<file path="src/rtl/time_2.sv">
// Calendar clock advancing one second per clk edge, with loadable fields and
// combinational rollover carries that look ahead to the next edge.
module time_2 (
  input  logic        clk,
  input  logic        time_set,
  input  logic        rst,
  input  logic [11:0] year_set,
  input  logic [3:0]  mon_set,
  input  logic [2:0]  week_set,
  input  logic [4:0]  day_set,
  input  logic [4:0]  hour_set,
  input  logic [5:0]  min_set,
  input  logic [5:0]  sec_set,
  output logic [11:0] year,
  output logic [3:0]  mon,
  output logic [2:0]  week,
  output logic [4:0]  day,
  output logic [4:0]  hour,
  output logic [5:0]  min,
  output logic [5:0]  sec,
  output logic        year_carry,
  output logic        mon_carry,
  output logic        day_carry,
  output logic        hour_carry,
  output logic        min_carry
);

  logic       leap;
  logic [4:0] last_day;
  logic       sec_wrap;
  logic       min_wrap;
  logic       hour_wrap;
  logic       day_wrap;
  logic       mon_wrap;
  logic       gate;

  always_comb begin
    leap = ((year % 12'd4) == 12'd0 && (year % 12'd100) != 12'd0) ||
           ((year % 12'd400) == 12'd0);
  end

  // Out-of-range months (possible after an unvalidated load) use 31 days.
  always_comb begin
    case (mon)
      4'd4, 4'd6, 4'd9, 4'd11: last_day = 5'd30;
      4'd2:                    last_day = leap ? 5'd29 : 5'd28;
      default:                 last_day = 5'd31;
    endcase
  end

  always_comb begin
    sec_wrap  = (sec >= 6'd59);
    min_wrap  = sec_wrap  && (min >= 6'd59);
    hour_wrap = min_wrap  && (hour >= 5'd23);
    day_wrap  = hour_wrap && (day >= last_day);
    mon_wrap  = day_wrap  && (mon >= 4'd12);
  end

  always_comb begin
    gate       = !rst && !time_set;
    min_carry  = gate && sec_wrap;
    hour_carry = gate && min_wrap;
    day_carry  = gate && hour_wrap;
    mon_carry  = gate && day_wrap;
    year_carry = gate && mon_wrap;
  end

  always_ff @(posedge clk) begin
    if (rst) begin
      year <= 12'd2000;
      mon  <= 4'd1;
      week <= 3'd6;
      day  <= 5'd1;
      hour <= 5'd0;
      min  <= 6'd0;
      sec  <= 6'd0;
    end else if (time_set) begin
      year <= year_set;
      mon  <= mon_set;
      week <= week_set;
      day  <= day_set;
      hour <= hour_set;
      min  <= min_set;
      sec  <= sec_set;
    end else begin
      sec <= sec_wrap ? 6'd0 : sec + 6'd1;
      if (sec_wrap)
        min <= (min >= 6'd59) ? 6'd0 : min + 6'd1;
      if (min_wrap)
        hour <= (hour >= 5'd23) ? 5'd0 : hour + 5'd1;
      if (hour_wrap) begin
        week <= (week >= 3'd7) ? 3'd1 : week + 3'd1;
        day  <= (day >= last_day) ? 5'd1 : day + 5'd1;
      end
      if (day_wrap)
        mon <= (mon >= 4'd12) ? 4'd1 : mon + 4'd1;
      if (mon_wrap)
        year <= year + 12'd1;
    end
  end

endmodule

</file>
<file path="config.mk">
export PLATFORM = sky130hd
export DESIGN_NAME = time_2
export DESIGN_NICKNAME = d
export VERILOG_FILES = /design/src/rtl/time_2.sv
export SDC_FILE = /design/constraint.sdc
export NUM_CORES = 1
export LEC_CHECK = 0
export BUFFER_PORTS_ARGS = -buffer_cell sky130_fd_sc_hd__buf_4
export CAP_MARGIN = 20
export CORE_ASPECT_RATIO = 0.8
export CORE_MARGIN = 8
export CORE_UTILIZATION = 45
export DETAILED_ROUTE_END_ITERATION = 10
export GPL_ROUTABILITY_DRIVEN = 0
export GPL_TIMING_DRIVEN = 0
export PLACE_DENSITY_LB_ADDON = 0.3
export SETUP_SLACK_MARGIN = 0.3
export SKIP_CTS_REPAIR_TIMING = 1
export SYNTH_ARGS = -nofsm -noshare
export SYNTH_HDL_FRONTEND = slang
export SYNTH_SLANG_ARGS = --single-unit
</file>
<file path="constraint.sdc">
create_clock -name clk -period 9.8 [get_ports clk]
set_input_delay 0.98 -clock clk [delete_from_list [all_inputs] [get_ports clk]]
set_output_delay 0.98 -clock clk [all_outputs]
set_load 0.005 [all_outputs]
</file>
# == Word-level counts from Yosys, hierarchy flattened ==
# Index checks and enable logic that the tools add are counted.
# classes
add_sub_neg,7
div,2
magnitude_cmp,6
eq_ne,5
n_mux,21
reduce_logical,23
# ops
operator,count
5-bit two-way mux,6
6-bit two-way mux,5
12-bit logical NOT,2
12-bit two-way mux,2
"12-bit by 1-bit adder with 12-bit output, second input constant",1
"6-bit by 1-bit adder with 6-bit output, second input constant",2
"6-bit greater-or-equal comparator, second input constant",2
"12-bit by 7-bit remainder unit with 12-bit output, second input constant",1
"12-bit by 9-bit remainder unit with 12-bit output, second input constant",1
4-bit two-way mux,3
12-bit nonzero test,1
1-bit logical AND,11
"5-bit by 1-bit adder with 5-bit output, second input constant",2
2-bit nonzero test,5
3-bit two-way mux,3
"4-bit by 3-bit equality test with 1-bit output, second input constant",2
"4-bit equality test, second input constant",2
5-bit greater-or-equal comparator,1
"5-bit greater-or-equal comparator, second input constant",1
"4-bit by 1-bit adder with 4-bit output, second input constant",1
"4-bit by 2-bit equality test with 1-bit output, second input constant",1
"4-bit greater-or-equal comparator, second input constant",1
2-bit case mux with 2 select lines,1
4-bit OR reduction,1
5 further kinds,6
# totals
register_bits,41
output_inout_bits,46
elab_cells,71

# == Logic depth before layout (Yosys ltp) ==
# Gate-level depths: netlist of the first run.
# depth
word_depth,11
mapped_depth,26
mapped_depth_nobuf,22

# == Worst setup path after synthesis of the first run ==
# OpenSTA, ideal clock, no wires.
# synth_path
path_type,register to output
startpoint,register year[11]
endpoint,output year_carry
t_arrival_ns,4.099
t_required_ns,8.820
setup_slack_ns,4.721
stages_incl_launch_ff,21
path_buffers,2
cell_sequence,dfxtp_1 -> buf_2 -> buf_2 -> nand2_1 -> o21ai_0 -> xnor2_1 -> o311a_1 -> o211ai_2 -> mux2i_2 -> a21oi_2 -> or3_1 -> a32o_1 -> a211oi_2 -> mux2i_1 -> a41oi_2 -> ha_1 -> nand2b_1 -> a21oi_1 -> nor2_1 -> and2_1 -> and3_1
# synth_between
elab_chain_cells,10
word_cells_on_any_way,12
cone_classes,2 x div; 1 x order compare; 2 x mux; 7 x reduce/logical
# synth_lines
item,line_no,text
from (decl),14,"output logic [11:0] year,"
from (signal assigned),78,year <= year_set;
from (signal assigned),98,year <= year + 12'd1;
12-bit by 7-bit remainder unit with 12-bit output,38,leap = ((year % 12'd4) == 12'd0 && (year % 12'd100) != 12'd0) ||
12-bit nonzero test,38,
1-bit logical AND,38,
1-bit logical OR (*),38,
1-bit two-way mux (*),46,4'd2: last_day = leap ? 5'd29 : 5'd28;
2-bit case mux with 2 select lines (*),44,case (mon)
5-bit greater-or-equal comparator (*),55,day_wrap = hour_wrap && (day >= last_day);
1-bit logical AND (*),55,
1-bit logical AND (*),56,mon_wrap = day_wrap && (mon >= 4'd12);
1-bit logical AND (*),65,year_carry = gate && mon_wrap;
to (decl),21,"output logic year_carry,"
# Every way passes the cells marked *; elsewhere a longest branch is shown, timed or not.

# == Worst setup path in the final report of the first run ==
# Same ends and word-level chain as after synthesis.

==> reports/metrics.cfg, run 1 <==
[synth]
synth_edf_count = 0
syn_avg_cell_area_um2 = 7.157
syn-cell-area_um2 = 3707
synthCells = 518
ys_warn_count = 0
yosysSeqAreaShare_pct = 22.14
ys.flop_type = dfxtp_1
ys_types = 81
syn_nets = 576
async_flop_share_pct = 0
synth_seq_cells = 41

[pwr]
p_total_mw = 0.4543
power.switching_mw = 0.1529
pwr-share-seq_pct = 41.4
power.internal_mw = 0.3014
p_leak_nw = 1.877
pwr_density_cell_nw_per_um2 = 98.66
swShare_pct = 33.66
ir_drop_uv = 81.11
p_comb_share_pct = 30.6
clkPwrFrac_pct = 28.0

[route]
routed_wl_um = 12550
ant_nets = 0
first_pass_iters = 5
routed_via_density = 6.102
drtIter0Drc = 453
drt_drc_violations_left = 0
wl_per_cell_um = 17.38
vias = 4406

[placed_design]
hpwl_um = 9639
pre_cts_ws_ps = 3975
portBuffers = 88

[clock_tree]
cts_root_buf = clkbuf_8
cts.sinks = 41
htreeDepth = 2
clkSlewWorstSetupHoldPaths_ps = 90
insertion_delay_ps = 300
clockBufferDepth = 2
cts_made_buffers = 5
cts_tree = built

[sta]
fin_ws_ps = 3735
fin_crit_sh_pct = 61.89
fin_setup_tns_ps = 0
maxSlewViolCount = 0
relSlewSlack_pct = 47.27
rsz0062_at_grt = false
worst_pin_slew_ps = 790.1
fmax_mhz = 164.9
setup_viol = 0
fin_crit_ps = 6065
fin_skew_ps = 12.39
hold_viol_final = 0

[cells_and_area]
antenna_cells = 0
final_cell_mix = 89 x buf_4, 72 x nor2_1, 60 x a21oi_1
layout_commonest_cell = buf_4
drive_gt1_share_pct = 21.82
nets = 671
areaGrowthSynthToFinish_pct = 24.20

[floorplan]
die_y_um = 97.19
fp.dieArea_um2 = 11420
io_pins = 90
std_cell_rows = 29
start_util_pct = 46.44
dieWidth_um = 117.5
core-area_um2 = 7983

[setup_path]
crit_chain = buf_2, buf_2, nor3b_1, a311o_1, a21oi_2, o21ai_1, o21ai_2, mux2i_2, a21oi_2, or3_1, a32o_1, a211oi_2, mux2i_1, a41oi_2, ha_1, nand2b_1, a21oi_1, nor2_1, and2_1, and3_1, buf_4
critPathRequiredTime_ps = 8820
end_kind = output port
criticalPathCategory = reg2out
worstPathArrival_ps = 5090
cp_max_fo = 10
crit_slowest_cell = dfxtp_1
cpPeakStageDelay_ps = 380
cp-start-kind = flip-flop

[grt]
grt_max_degree = 13
grt_usage_pct = 21.10
grt_pass1_vias = 4197
grt_first_pass_wirelength_um = 20710
grt_overflow_total = 0
antenna_found_initial = 0

[job]
drv_cap = 0

[min_path]
hp-class = reg2reg

[run_status]
status = complete, no violations

power groups by stage:
stage	Sequential (mW)	Combinational, mW	Clock, mW
after floorplan	0.189	0.0867	0
after global placement	0.191	0.134	0
after detailed placement	0.192	0.137	0
after CTS	0.188	0.137	0.127
after global routing	0.190	0.152	0.135
final	0.188	0.139	0.127
routing by layer:
metal	wire length [um]	part of all wire (%)	up-vias	track usage, %
met1	5726	46	2052	28.74
met2	5641	45	205	32.89
li1	-	-	2135	-
met4	122	0.97	0	3.536
met3	1057	8.4	14	5.575
met5	0	0	-	0
cell usage after synthesis, types with 5 or more instances:
cell type | n | area share [%]
nor2_1 | 72 | 7.3
a21oi_1 | 60 | 8.1
nand2_1 | 50 | 5.1
dfxtp_1 | 41 | 22
o21ai_0 | 29 | 3.9
nor3_1 | 20 | 2.7
clkbuf_1 | 18 | 1.8
ha_1 | 14 | 4.7
nand3_1 | 14 | 1.9
inv_1 | 13 | 1.3
a211oi_1 | 8 | 1.6
o211ai_1 | 8 | 1.6
a221oi_1 | 7 | 1.7
and3_1 | 7 | 1.2
buf_2 | 7 | 0.94
nand2b_1 | 6 | 1.0
nand3b_1 | 6 | 1.2
o21a_1 | 6 | 1.2
o22ai_1 | 6 | 1.0
nor3b_1 | 5 | 1.0
xnor2_1 | 5 | 1.2
final cells by class:
| class | instances | area (um2) |
|---|---|---|
| fillers | 758 | 3378 |
| flip-flops and latches | 41 | 820.8 |
| multi-input cells | 430 | 2668 |
| clock buffers | 7 | 96.34 |
| clock inverters | 1 | 5.005 |
| well taps | 108 | 135.1 |
| inverters | 14 | 52.55 |
| repair buffers | 88 | 660.6 |
| plain buffers | 33 | 166.4 |
per-stage QoR:
step | hold WS, ps | area, um2 | util, % | std cells
2_1_floorplan | 472.0 | 3707 | - | 518
3_3_place_gp | 487.2 | 4503 | 56.41 | 714
3_5_place_dp | 494.9 | 4503 | 56.41 | 714
4_1_cts | 516.8 | 4604 | 57.68 | 722
5_1_grt | 550.8 | 4604 | 57.68 | 722
6_report | 513.9 | 4604 | 57.68 | 722
sequential cells by signal, summed over array words and instances, names as in the netlist:
name  count
week      3
day       5
mon       4
year     12
sec       6
hour      5
min       6
worst paths after layout:
kind / from / slack (ps) / endpoint / cells after the start
worst min register to register: week[0] / 510 / week[0] / 1
worst max-delay path: year[11] / 3730 / year_carry / 21
worst max register to register: year[11] / 3810 / year[3] / 24
worst min-delay path: week[0] / 510 / week[0] / 1
critical path: cells and delay by family (launching register included):
kind	cells	cell delay (ps)
AOI/OAI and AO/OA	9	1870
DFF	1	380
adders and majority gates	1	280
buffers and inverters	3	580
and+or+nand+nor	6	1060
muxes	2	630
kinds of logic (layout without fill, tap and decap cells):
| logic type | count (synthesis) | in the layout | share of synthesized area, % |
|---|---|---|---|
| AND/OR/NAND/NOR | 211 | 211 | 27.84 |
| AO/OA/AOI/OAI | 192 | 192 | 36.05 |
| buffers and inverters | 47 | 143 | 5.906 |
| flip-flops | 41 | 41 | 22.14 |
| adder cells (fa/ha/maj) | 14 | 14 | 4.725 |
| XOR/XNOR | 8 | 8 | 1.890 |
| multiplexers | 5 | 5 | 1.451 |
Power figures use the tool's default switching activity.
==> inputs of run 2 (changes only) <==
--- a/config.mk
+++ b/config.mk
@@ -5,6 +5,7 @@
 export SDC_FILE = /design/constraint.sdc
 export NUM_CORES = 1
 export LEC_CHECK = 0
+export ABC_AREA = 1
 export BUFFER_PORTS_ARGS = -buffer_cell sky130_fd_sc_hd__buf_4
 export CAP_MARGIN = 20
 export CORE_ASPECT_RATIO = 0.8
==> constraint.sdc (replaced) <==
create_clock -name clk -period 5.9 [get_ports clk]
set_input_delay 0.59 -clock clk [delete_from_list [all_inputs] [get_ports clk]]
set_output_delay 0.59 -clock clk [all_outputs]
set_load 0.005 [all_outputs]
==> run 2 against run 1 <==
Largest cell class unchanged; highest routed layer unchanged; worst setup slack got worse by 3000 ps; cell area decreased by 7.3%; clock skew decreased by 4.0 ps; combinational power increased by 110%; core utilization increased by 0.31 points; sequential share of layout area increased by 1.4 points; total power increased by 72%; area after synthesis decreased by 8.3%.
==> reports/metrics.cfg, run 2 <==
[synth]
synth_area_leaders = dfxtp_1 24%, nand2_1 13%, nand3_1 6.3%, inv_1 5.6%, ha_1 5.2%
synth_edf_count = 0
syn-cell-area_um2 = 3398
synth.top_cell.area_share_pct = 24.15
async_flop_share_pct = 0
synth_seq_cells = 41
synth_most_common_cell = nand2_1
ys.flop_type = dfxtp_1
synth_common_cells = 118 x nand2_1, 51 x inv_1, 43 x nand3_1, 41 x dfxtp_1, 41 x nor2_1
post-synth-top-area-cell = dfxtp_1
ys_types = 49
ys_warn_count = 0
synthCells = 518
syn_nets = 576
syn_avg_cell_area_um2 = 6.560
yosysSeqAreaShare_pct = 24.15

[cells_and_area]
largest_reg_flops = 12
areaGrowthSynthToFinish_pct = 25.55
stdcell_count = 704
largestRegisters = year: 12 flops, min: 6 flops, sec: 6 flops
largest_register = year
antenna_cells = 0
drive_gt1_share_pct = 24.27
nets = 671
final_core_util_pct = 57.99
layout_commonest_cell = nand2_1
final_cell_mix = 118 x nand2_1, 90 x buf_4, 51 x inv_1
postLayoutCellArea_um2 = 4267

[placed_design]
post_dp_cell_area_um2 = 4172
place_inst = 696
hpwl_um = 8136
portBuffers = 88

[job]
drv_cap = 0

[route]
routed_wl_um = 10410
vias = 3899
wl_per_cell_um = 14.79
ant_nets = 0
drtIter0Drc = 254
drt_drc_violations_left = 0
first_pass_iters = 5
routed_via_density = 5.538

[clock_tree]
cts_made_buffers = 5
cts_tree = built
clockBufferDepth = 2
cts.sinks = 41
clkSlewWorstSetupHoldPaths_ps = 80
htreeDepth = 2
insertion_delay_ps = 300
cts_root_buf = clkbuf_8

[run_status]
status = complete, no violations

[pwr]
p_leak_nw = 2.073
ir_drop_uv = 111.9
pwr_density_cell_nw_per_um2 = 182.6

[setup_path]
cp_max_fo = 8
worstPathArrival_ps = 4530
crit_slowest_cell = dfxtp_1
criticalPathCategory = reg2out
cpPeakStageDelay_ps = 380
worst_path_most_repeated_cell = nand2_1
end_kind = output port
critPathRequiredTime_ps = 5310
cp-start-kind = flip-flop

[floorplan]
dieWidth_um = 113.2
core-area_um2 = 7357
die_y_um = 93.73
fp.dieArea_um2 = 10610
start_util_pct = 46.19
io_pins = 90
std_cell_rows = 28

[sta]
fmax_mhz = 195.3
setup_viol = 0
maxSlewViolCount = 0
relSlewSlack_pct = 60.96
hold_viol_final = 0
hold-worst-slack_ps = 518.1
fin_crit_sh_pct = 86.81
fin_skew_ps = 8.432
rsz0062_at_grt = false
fin_crit_ps = 5122
worst_pin_slew_ps = 585.6
fin_setup_tns_ps = 0

[min_path]
hp-class = in2reg

[grt]
grt_usage_pct = 19.59
grt_max_degree = 13
grt_first_pass_wirelength_um = 17370
grt_overflow_total = 0
grt_pass1_vias = 3740
antenna_found_initial = 0

[run 2: cell count changes after synthesis, sizes merged, moves of 7 or more]
cell	before	now
a211oi	12	3
a21oi	62	34
and3	7	0
buf	15	5
inv	13	60
nand2	51	139
nand3	14	50
nand4	3	14
nor2	72	45
nor3	21	8
[run 2: layout make-up]
type | instances | area, um2
multi-input combinational | 399 | 2272
fill | 707 | 3090
clock buffer | 7 | 76.32
timing repair buffer | 88 | 660.6
buffer | 17 | 87.58
inverter | 61 | 229.0
clock inverter | 1 | 7.507
tap | 90 | 112.6
sequential | 41 | 820.8
[run 2: where the power goes]
part	internal [mW]	total, mW	leakage [nW]	switching [mW]
clock	0.0838	0.185	0.0385	0.101
combinational	0.113	0.287	1.70	0.173
sequential	0.290	0.307	0.336	0.0174
[run 2: cell families (layout without fill, tap and decap cells)]
group                      count (synthesis)  in the layout  share of synthesized area [%]
buffers and inverters                     78            174                          9.278
AOI/OAI and AO/OA                        109            109                          19.07
and+or+nand+nor                          265            265                          39.51
DFF                                       41             41                          24.15
xor gates and xnor gates                  11             11                          2.835
adders and majority gates                 14             14                          5.155
[run 2: final timing paths]
kind / from / end / slack [ps] / depth (start not counted)
worst max-delay path: year[8] / year_carry / 780 / 33
worst min-delay path: sec_set[3] / sec[3] / 520 / 3
worst max register to register: year[8] / year[8] / 790 / 37
worst min register to register: week[1] / week[1] / 520 / 2
[run 2: critical path, delay by kind of cell, from the launching register on]
family          cells  cell delay, ps
buf+inv             5             670
flops               1             380
simple gates       23            2360
compound gates      4             520
fa+ha+maj           1             270
[run 2: stage by stage]
| step | worst slack, ps | power [mW] |
|---|---|---|
| 4_1_cts | 236.0 | 0.7806 |
| 2_1_floorplan | 1408 | 0.5048 |
| 3_3_place_gp | 482.3 | 0.5830 |
| 3_5_place_dp | 269.9 | 0.5954 |
| 6_report | 778.4 | 0.7790 |
| 5_1_grt | 295.6 | 0.8321 |
[run 2: routing by layer]
metal  GRT usage, %  part of all wire [%]  vias to the layer above
li1               -                     -                     1942
met4          5.752                   1.8                        0
met5              0                     0                        -
met3          4.945                   7.3                       20
met2          32.49                    46                      151
met1          24.65                    45                     1786
